`config.mk`:
```
export PLATFORM = sky130hd
export DESIGN_NAME = sync_fifo_core
export DESIGN_NICKNAME = d
export VERILOG_FILES = /design/src/rtl/fifo_pkg.sv /design/src/rtl/fifo_mem.sv /design/src/rtl/sync_fifo_core.sv
export SDC_FILE = /design/constraint.sdc
export NUM_CORES = 1
export LEC_CHECK = 0
export CAP_MARGIN = 20
export CORE_ASPECT_RATIO = 0.7
export CORE_MARGIN = 1
export CORE_UTILIZATION = 53
export DETAILED_ROUTE_END_ITERATION = 8
export PLACE_DENSITY = 0.83
export SYNTH_ARGS = -nofsm -noshare
export SYNTH_HDL_FRONTEND = slang
export SYNTH_SLANG_ARGS = --single-unit
```
`constraint.sdc`:
```
create_clock -name clk -period 2.5 [get_ports clk]
set_input_delay 0.375 -clock clk [delete_from_list [all_inputs] [get_ports clk]]
set_output_delay 0.375 -clock clk [all_outputs]
set_load 0.01 [all_outputs]
```
`src/rtl/fifo_pkg.sv`:
```
// ---------------------------------------------------------------------------
// fifo_pkg
// Shared defaults for the synchronous FIFO core and its storage array.
//   DEF_DATA_WIDTH : default stored word width
//   DEF_DEPTH      : default entry count (power of two, >= 2)
//   DEF_ADDR_WIDTH : index width derived from DEF_DEPTH
//   ptr_t          : pointer type for the default depth (index + wrap bit)
// ---------------------------------------------------------------------------
package fifo_pkg;

    localparam int DEF_DATA_WIDTH = 8;
    localparam int DEF_DEPTH      = 8;
    localparam int DEF_ADDR_WIDTH = $clog2(DEF_DEPTH);

    // One extra MSB distinguishes "same index, same lap" (empty) from
    // "same index, one lap apart" (full).
    typedef logic [DEF_ADDR_WIDTH:0] ptr_t;

endpackage : fifo_pkg

```
`src/rtl/fifo_mem.sv`:
```
// ---------------------------------------------------------------------------
// fifo_mem
// DEPTH x DATA_WIDTH storage with one synchronous write port and one
// synchronous, enabled read port. No reset: contents and the read register
// are don't-care until written/loaded.
// Ports:
//   clk        : clock
//   wr_en_i    : write strobe
//   wr_addr_i  : write index
//   wr_data_i  : write word
//   rd_en_i    : read strobe; rd_data_o updates only when set
//   rd_addr_i  : read index
//   rd_data_o  : registered read word
// ---------------------------------------------------------------------------
module fifo_mem
    import fifo_pkg::*;
#(
    parameter  int DATA_WIDTH = DEF_DATA_WIDTH,
    parameter  int DEPTH      = DEF_DEPTH,
    localparam int ADDR_WIDTH = $clog2(DEPTH)
) (
    input  logic                  clk,
    input  logic                  wr_en_i,
    input  logic [ADDR_WIDTH-1:0] wr_addr_i,
    input  logic [DATA_WIDTH-1:0] wr_data_i,
    input  logic                  rd_en_i,
    input  logic [ADDR_WIDTH-1:0] rd_addr_i,
    output logic [DATA_WIDTH-1:0] rd_data_o
);

    logic [DATA_WIDTH-1:0] mem_q [DEPTH];
    logic [DATA_WIDTH-1:0] rd_data_q;

    always_ff @(posedge clk) begin
        if (wr_en_i) begin
            mem_q[wr_addr_i] <= wr_data_i;
        end
    end

    always_ff @(posedge clk) begin
        if (rd_en_i) begin
            rd_data_q <= mem_q[rd_addr_i];
        end
    end

    assign rd_data_o = rd_data_q;

endmodule : fifo_mem

```
`src/rtl/sync_fifo_core.sv`:
```
// ---------------------------------------------------------------------------
// sync_fifo_core
// Single-clock FIFO: DEPTH-entry circular buffer with registered read data
// and full/empty flags decoded from the registered pointers.
// Ports:
//   clk          : sole clock, rising edge
//   rst          : asynchronous active-low reset
//   write_enable : write request; accepted when !full
//   write_data   : word to store
//   read_enable  : read request; accepted when !empty
//   read_data    : registered read word (0 after reset until first read)
//   full         : FIFO holds DEPTH words
//   empty        : FIFO holds 0 words
//   level        : occupancy 0..DEPTH (only when FIFO_LEVEL_EN is defined)
// Handshake: a request is taken on a rising edge exactly when its enable is
// high and the matching flag (full for writes, empty for reads) is low in
// that cycle; refused requests have no effect and need no retry signalling.
// Build option: define FIFO_LEVEL_EN to add the level output.
// ---------------------------------------------------------------------------
module sync_fifo_core
    import fifo_pkg::*;
#(
    parameter  int DATA_WIDTH = DEF_DATA_WIDTH,
    parameter  int DEPTH      = DEF_DEPTH,
    localparam int ADDR_WIDTH = $clog2(DEPTH)
) (
    input  logic                  clk,
    input  logic                  rst,
    input  logic                  write_enable,
    input  logic [DATA_WIDTH-1:0] write_data,
    input  logic                  read_enable,
    output logic [DATA_WIDTH-1:0] read_data,
`ifdef FIFO_LEVEL_EN
    output logic [ADDR_WIDTH:0]   level,
`endif
    output logic                  full,
    output logic                  empty
);

    if (DEPTH < 2 || (DEPTH & (DEPTH - 1)) != 0) begin : g_bad_depth
        $error("sync_fifo_core: DEPTH must be a power of two and >= 2");
    end

    logic [ADDR_WIDTH:0]   wptr_q, wptr_d;
    logic [ADDR_WIDTH:0]   rptr_q, rptr_d;
    logic                  rd_seen_q, rd_seen_d;
    logic                  wr_acc;
    logic                  rd_acc;
    logic [DATA_WIDTH-1:0] mem_rdata;

    assign empty  = (wptr_q == rptr_q);
    assign full   = (wptr_q[ADDR_WIDTH-1:0] == rptr_q[ADDR_WIDTH-1:0]) &&
                    (wptr_q[ADDR_WIDTH] != rptr_q[ADDR_WIDTH]);
    assign wr_acc = write_enable && !full;
    assign rd_acc = read_enable && !empty;

    always_comb begin
        wptr_d    = wptr_q;
        rptr_d    = rptr_q;
        rd_seen_d = rd_seen_q;
        if (wr_acc) begin
            wptr_d = wptr_q + 1'b1;
        end
        if (rd_acc) begin
            rptr_d    = rptr_q + 1'b1;
            rd_seen_d = 1'b1;
        end
    end

    always_ff @(posedge clk or negedge rst) begin
        if (!rst) begin
            wptr_q    <= '0;
            rptr_q    <= '0;
            rd_seen_q <= 1'b0;
        end else begin
            wptr_q    <= wptr_d;
            rptr_q    <= rptr_d;
            rd_seen_q <= rd_seen_d;
        end
    end

    fifo_mem #(
        .DATA_WIDTH (DATA_WIDTH),
        .DEPTH      (DEPTH)
    ) u_mem (
        .clk       (clk),
        .wr_en_i   (wr_acc),
        .wr_addr_i (wptr_q[ADDR_WIDTH-1:0]),
        .wr_data_i (write_data),
        .rd_en_i   (rd_acc),
        .rd_addr_i (rptr_q[ADDR_WIDTH-1:0]),
        .rd_data_o (mem_rdata)
    );

    // The storage read register has no reset; rd_seen_q forces read_data to
    // zero from reset (asynchronously) until the first accepted read.
    assign read_data = rd_seen_q ? mem_rdata : '0;

`ifdef FIFO_LEVEL_EN
    // Modular subtraction of the wrap-extended pointers yields 0..DEPTH.
    assign level = wptr_q - rptr_q;
`endif

endmodule : sync_fifo_core

```
======== After elaboration in Yosys (flattened, before gate mapping) ========
Memories as Yosys holds them, arrays and structs flattened. A register that Yosys moved wholly into a read port is not among the register bits.
Cells that the tools add are included.
operators by class
  add/sub/neg operators ................... 2
  equality and inequality tests ........... 3
  mux-type cells .......................... 3
  reductions and logical operators ........ 5
operators with widths
  kind                   number
  $add A4 B1 Y4 const B  2
  $mux W8                1
  $eq A4 B4 Y1           1
  $eq A3 B3 Y1           1
  $logic_and A1 B1 Y1    3
  $logic_not A1 Y1       2
  $mux W1                2
  $ne A1 B1 Y1           1
word-level totals
  flip-flop bits (word level) ............. 9
  RAM bits ................................ 64
  bits of input ports ..................... 12
  logic and storage cells ................. 17
  memories kept ........................... 1
memories
  memory       depth  bits a word  read ports  clocked after memory_dff  wr ports  RTL line        RTL
  u_mem.mem_q  8      8            1           1                         1         fifo_mem.sv:31  logic [DATA_WIDTH-1:0] mem_q [DEPTH];

======== Depth between registers and ports, before layout ========
Gate-level depths: netlist of run 1.
  word-level depth ........................ 6
  mapped depth ............................ 5
  mapped depth without buffers ............ 4

======== Modules after synthesis ========
From an unflattened synthesis of run 1, not the netlist that was laid out.
second synthesis, totals
  cell total of the unflattened synthesis .. 168
  area total of the unflattened synthesis .. 3370.7 um^2
modules (own cells, without submodules)
  module          times used  cells each  area an instance (um^2)  sequential area each (um^2)
  fifo_mem        1           114         2771.4                   2162.1
  sync_fifo_core  1           54          599.3                    225.2

======== Worst setup path before layout of run 1 ========
OpenSTA, ideal clock, no wires.
  kind .................................... flip-flop to flip-flop
  start point ............................. reg wptr_q[2]
  end point ............................... mem u_mem.mem_q[1][0] (netlist bit), enable pin
  arrival time ............................ 1.944 ns
  data required time ...................... 2.102 ns
  setup slack ............................. 0.158 ns
  cell stages (with the launch flop) ...... 5
  path buffers ............................ 1
  clock period less this slack ............ 2.342 ns
  cells stage by stage .................... dfrtp_1 buf_2 xor2_2 nor4_4 nor4b_1
on the way
  longest elaborated chain between the ends .. 6
ends and longest elaborated chain
  what                           RTL line              RTL
  start: declaration             sync_fifo_core.sv:44  logic [ADDR_WIDTH:0] wptr_q, wptr_d;
  start signal: assignment       sync_fifo_core.sv:76  wptr_q <= wptr_d;
  $eq A3 B3 Y1                   sync_fifo_core.sv:52  assign full = (wptr_q[ADDR_WIDTH-1:0] == rptr_q[ADDR_WIDTH-1:0]) &&
  $logic_and A1 B1 Y1            sync_fifo_core.sv:52
  named net full                 sync_fifo_core.sv:36  output logic full,
  $logic_not A1 Y1               sync_fifo_core.sv:54  assign wr_acc = write_enable && !full;
  $logic_and A1 B1 Y1            sync_fifo_core.sv:54
  $mux W1                        fifo_mem.sv:35        if (wr_en_i) begin
  $mux W1 (not written as such)  fifo_mem.sv:36        mem_q[wr_addr_i] <= wr_data_i;
  end: declaration               fifo_mem.sv:31
The timed path passes the listed nets, and every way through them passes these cells.

======== Final worst setup path of run 1 ========
  start point ............................. reg wptr_q[0]
  end point ............................... out full
on the way
  longest elaborated chain between the ends .. 2
ends and longest elaborated chain
  what                 RTL line
  $eq A3 B3 Y1         sync_fifo_core.sv:52
  $logic_and A1 B1 Y1  sync_fifo_core.sv:52
  end: declaration     sync_fifo_core.sv:36
Every way passes these cells.

==> results.tsv, run 1 <==
stage	metric	value	unit
pwr	internal portion of total power	3110	µW
worst_setup_path	Worst Path Class, Setup	reg2out	
final_layout	share of post-route cells with drive strength above 1	0.252	
grt	wire length of the first global-routing pass	9.44	mm
floorplan	Die Y	69.5	µm
grt	gr ovfl total	0	
pwr	worst vdd rail ir drop	0.000561	V
detailed_routing	overall routed net length	5.87	mm
worst_setup_path	Critical Path Fanout Max	12	
final_layout	final-stage net count	219	
detailed_routing	via count	1705	
detailed_routing	post-route DRC violation count	1	
timing	final number of setup-violating endpoints	0	
clock_network	cell at the root of the clock tree	clkbuf_8	
clock_network	worst skew pair latency	0.35	ns
floorplan	ports placed on the boundary	22	
worst_setup_path	critical register-to-register path startpoint	wptr_q[2]	
final_layout	non-filler cells in the finished layout	288	
pwr	combinational share of power	0.391	
clock_network	clock sink total	81	
synthesis	post-synthesis cell count	168	
timing	setup repair after global routing missed its margin	no	
clock_network	CTS tree	done	
clock_network	Setup Fix Bufs, Post-CTS	0	
timing	sum of negative setup slack	0	ns
floorplan	number of rows created at floorplan	24	
grt	via count of the first global-routing pass	1757	
timing	fmax	0.430	GHz
synthesis	number of flops mapped to enable cells by yosys	72	
clock_network	cts bufs inserted	9	
synthesis	most used flip-flop cell after synthesis	edfxtp_1	
final_layout	synthesis-to-finish area growth	15.0	%
synthesis	share of the synthesized area in the top cell type	0.627	
pwr	net switching fraction of the power	0.336	
detailed_routing	via density per instance	5.92	
worst_setup_path	category of the worst setup path launch point	flip-flop	
worst_setup_path	data arrival time of the critical path	1.95	ns
grt	antenna violations before repair	0	
synthesis	Cell variety after synth	34	
detailed_routing	first-pass iteration count of the detailed router	8	
synthesis	post-synthesis cell area	0.00345	mm²
floorplan	initial core utilization	0.552	
pwr	static power due to leakage	0.00134	µW
run	Max Cap Viol	0	
final_layout	count of inserted antenna diode cells	0	
placement	gp weighted congestion	0.859	
floorplan	area of the die	0.00684	mm²
pwr	switching power of the nets	1570	µW
synthesis	most used standard cell by instance count after synthesis	edfxtp_1	
floorplan	die outline width	98.4	µm
synthesis	part of the Yosys area used for sequential elements	0.692	
detailed_routing	post-detailed-route count of antenna-violating nets	0	
synthesis	syn nets	182	
synthesis	Async SR Flop Fraction	0.111	
worst_setup_path	critical path capture point type	primary output	
run_status	violations in the final reports	DRC	
timing	Final Critical Period	2.33	ns
clock_network	maximum buffer depth of the clock tree	2	
worst_setup_path	Required @ worst endpoint	2.12	ns
grt	total routing resource utilization after global routing	0.195	
clock_network	number of buffers inserted by hold repair at cts	0	
clock_network	clock transition time at the flip-flop clock pins of the worst setup and hold paths	0.08	ns
synthesis	top area cells in the synthesized netlist	edfxtp_1 63%, dfrtp_1 6.5%, mux4_1 6.1%	
floorplan	core box area	0.00625	mm²
detailed_routing	mean routed wirelength per cell	20.4	µm
synthesis	total number of yosys warnings	0	
timing	Worst Clk Skew	0.00753	ns
clock_network	total of cells resized after clock tree synthesis	0	
timing	final hold vios	0	
timing	slew at the pin with the worst max-slew slack	0.551	ns
timing	share of the cycle needed by the critical path after routing	0.931	
synthesis	cell types with the highest counts after synthesis	72 x edfxtp_1, 9 x and2_1, 9 x dfrtp_1	
clock_network	H-tree Lvls	3	
run_status	result of the run	finished with violations	
worst_setup_path	start point of the critical path	wptr_q[0]	
synthesis	flip-flop and latch count after synthesis	81	
pwr	clock share of power	0.179	
hold_path	Worst Hold Class	in2async	
placement	input/output buffers	21	
synthesis	top cell type by total area after synthesis	edfxtp_1	
grt	maximum number of pins on one net before global-route repair	21	
timing	max_slew headroom	0.630	
pwr	sequential power share	0.430	
detailed_routing	drt first-iter violations	182	
placement	number of placed instances with taps included	272	
pwr	Pwr per Cell Area	1180	mW/mm²
synthesis	Avg Cell Area, Syn	20.5	µm²
placement	post-detail-place hpwl	4.03	mm
timing	total count of max-transition violations in the final report	0	
[path summary, 6_finish.rpt]
| path | end | slack (ns) | cells after the start |
|---|---|---|---|
| max in group asynchronous | wptr_q[1] | 1.82 | 1 |
| min reg2reg | rd_seen_q | 0.59 | 1 |
| max | full | 0.17 | 3 |
| max reg2reg | u_mem.mem_q[1][5] | 0.38 | 5 |
| min in group clk | rd_seen_q | 0.59 | 1 |
| min | rptr_q[3] | 0.34 | 1 |
[layout make-up]
cell class | count | area (µm²)
clock inverters | 7 | 56.3
multi-input cells | 77 | 983
clock buffers | 9 | 124
repair buffers | 34 | 308
fillers | 413 | 2280
well taps | 78 | 97.6
flip-flops and latches | 81 | 2390
inverters | 2 | 7.51
[per-stage QoR]
stage | worst slack (ns) | hold WS (ns) | power (µW) | cell area (µm²) | utilization
finish | 0.173 | 0.345 | 4680 | 3970 | 0.635
global route | 0.0768 | 0.347 | 4910 | 3970 | 0.635
CTS | 0.0608 | 0.327 | 4700 | 3960 | 0.635
detailed placement | 0.409 | 0.600 | 3870 | 3780 | 0.606
global placement | 0.480 | 0.568 | 3760 | 3780 | 0.606
floorplan | 0.158 | 0.0794 | 3330 | 3450 | -
[worst max-delay path, cell delays in order, from the launching register on]
cell and delay, ns:
dfrtp_2 0.50, xor2_2 0.23, nor4_4 0.30, clkdlybuf4s50_1 0.58
[flip-flops by register name, indices dropped and copies added (netlist names)]
register         flops
rd_seen_q            1
wptr_q               4
u_mem.mem_q         64
u_mem.rd_data_o      8
rptr_q               4
[kinds of logic (layout without fill, tap and decap cells)]
logic type                 count (synthesis)  in the layout  share of synthesized area
xor gates and xnor gates                  12             12                     0.0403
and+or+nand+nor                           29             29                     0.0555
muxes                                     26             26                      0.153
buffers and inverters                     10             52                     0.0225
DFF                                       81             81                      0.692
adders and majority gates                  2              2                    0.00726
AOI/OAI and AO/OA                          8              8                     0.0287
[layout by cell type, fill, tap and decap left out, types with 2 or more instances in the layout]
cell             Yosys  final
dfrtp_1              9      7
nor4b_1              3      3
xor2_1               3      3
ha_1                 2      2
clkinvlp_4           0      4
nor2_1               2      2
xor2_2               2      2
buf_4                0     13
clkbuf_8             0      9
a41oi_1              2      2
mux4_1               8      8
mux4_2               8      8
nand2_1              3      3
clkinv_4             0      2
dfrtp_2              0      2
mux2_4               7      7
a311oi_1             2      2
clkdlybuf4s50_1      0     21
nor3_1               2      2
nor4_1               3      3
nand2b_1             2      2
nand4_1              2      2
xnor2_1              6      6
mux2_1               2      2
edfxtp_1            72     72
and2_1               9      9
inv_1                2      2
[per-layer routing]
metal / vias to the layer above / share of wire / track usage / routed length, µm
met5: - / 0 / 0 / 0
met4: 0 / 0.012 / 0.0763 / 70
met3: 9 / 0.076 / 0.0585 / 449
met2: 70 / 0.47 / 0.287 / 2750
met1: 860 / 0.44 / 0.279 / 2610
li1: 766 / - / - / -
[power by group through the flow]
stage	combinational [µW]	clock, µW	sequential (µW)
2_1_floorplan	1380	0	1950
3_3_place_gp	1740	0	2010
3_5_place_dp	1830	0	2040
4_1_cts	1840	856	2010
5_1_grt	1960	900	2050
6_report	1830	838	2010
No activity file was read; power rests on OpenSTA's default activity.
==> run 2: changes to the inputs <==
--- a/config.mk
+++ b/config.mk
@@ -11,6 +11,7 @@
 export CORE_UTILIZATION = 53
 export DETAILED_ROUTE_END_ITERATION = 8
 export PLACE_DENSITY = 0.83
+export SLEW_MARGIN = 20
 export SYNTH_ARGS = -nofsm -noshare
 export SYNTH_HDL_FRONTEND = slang
 export SYNTH_SLANG_ARGS = --single-unit
==> results of run 2 <==
The final DEF is identical to that of run 1; final timing and power are the same.
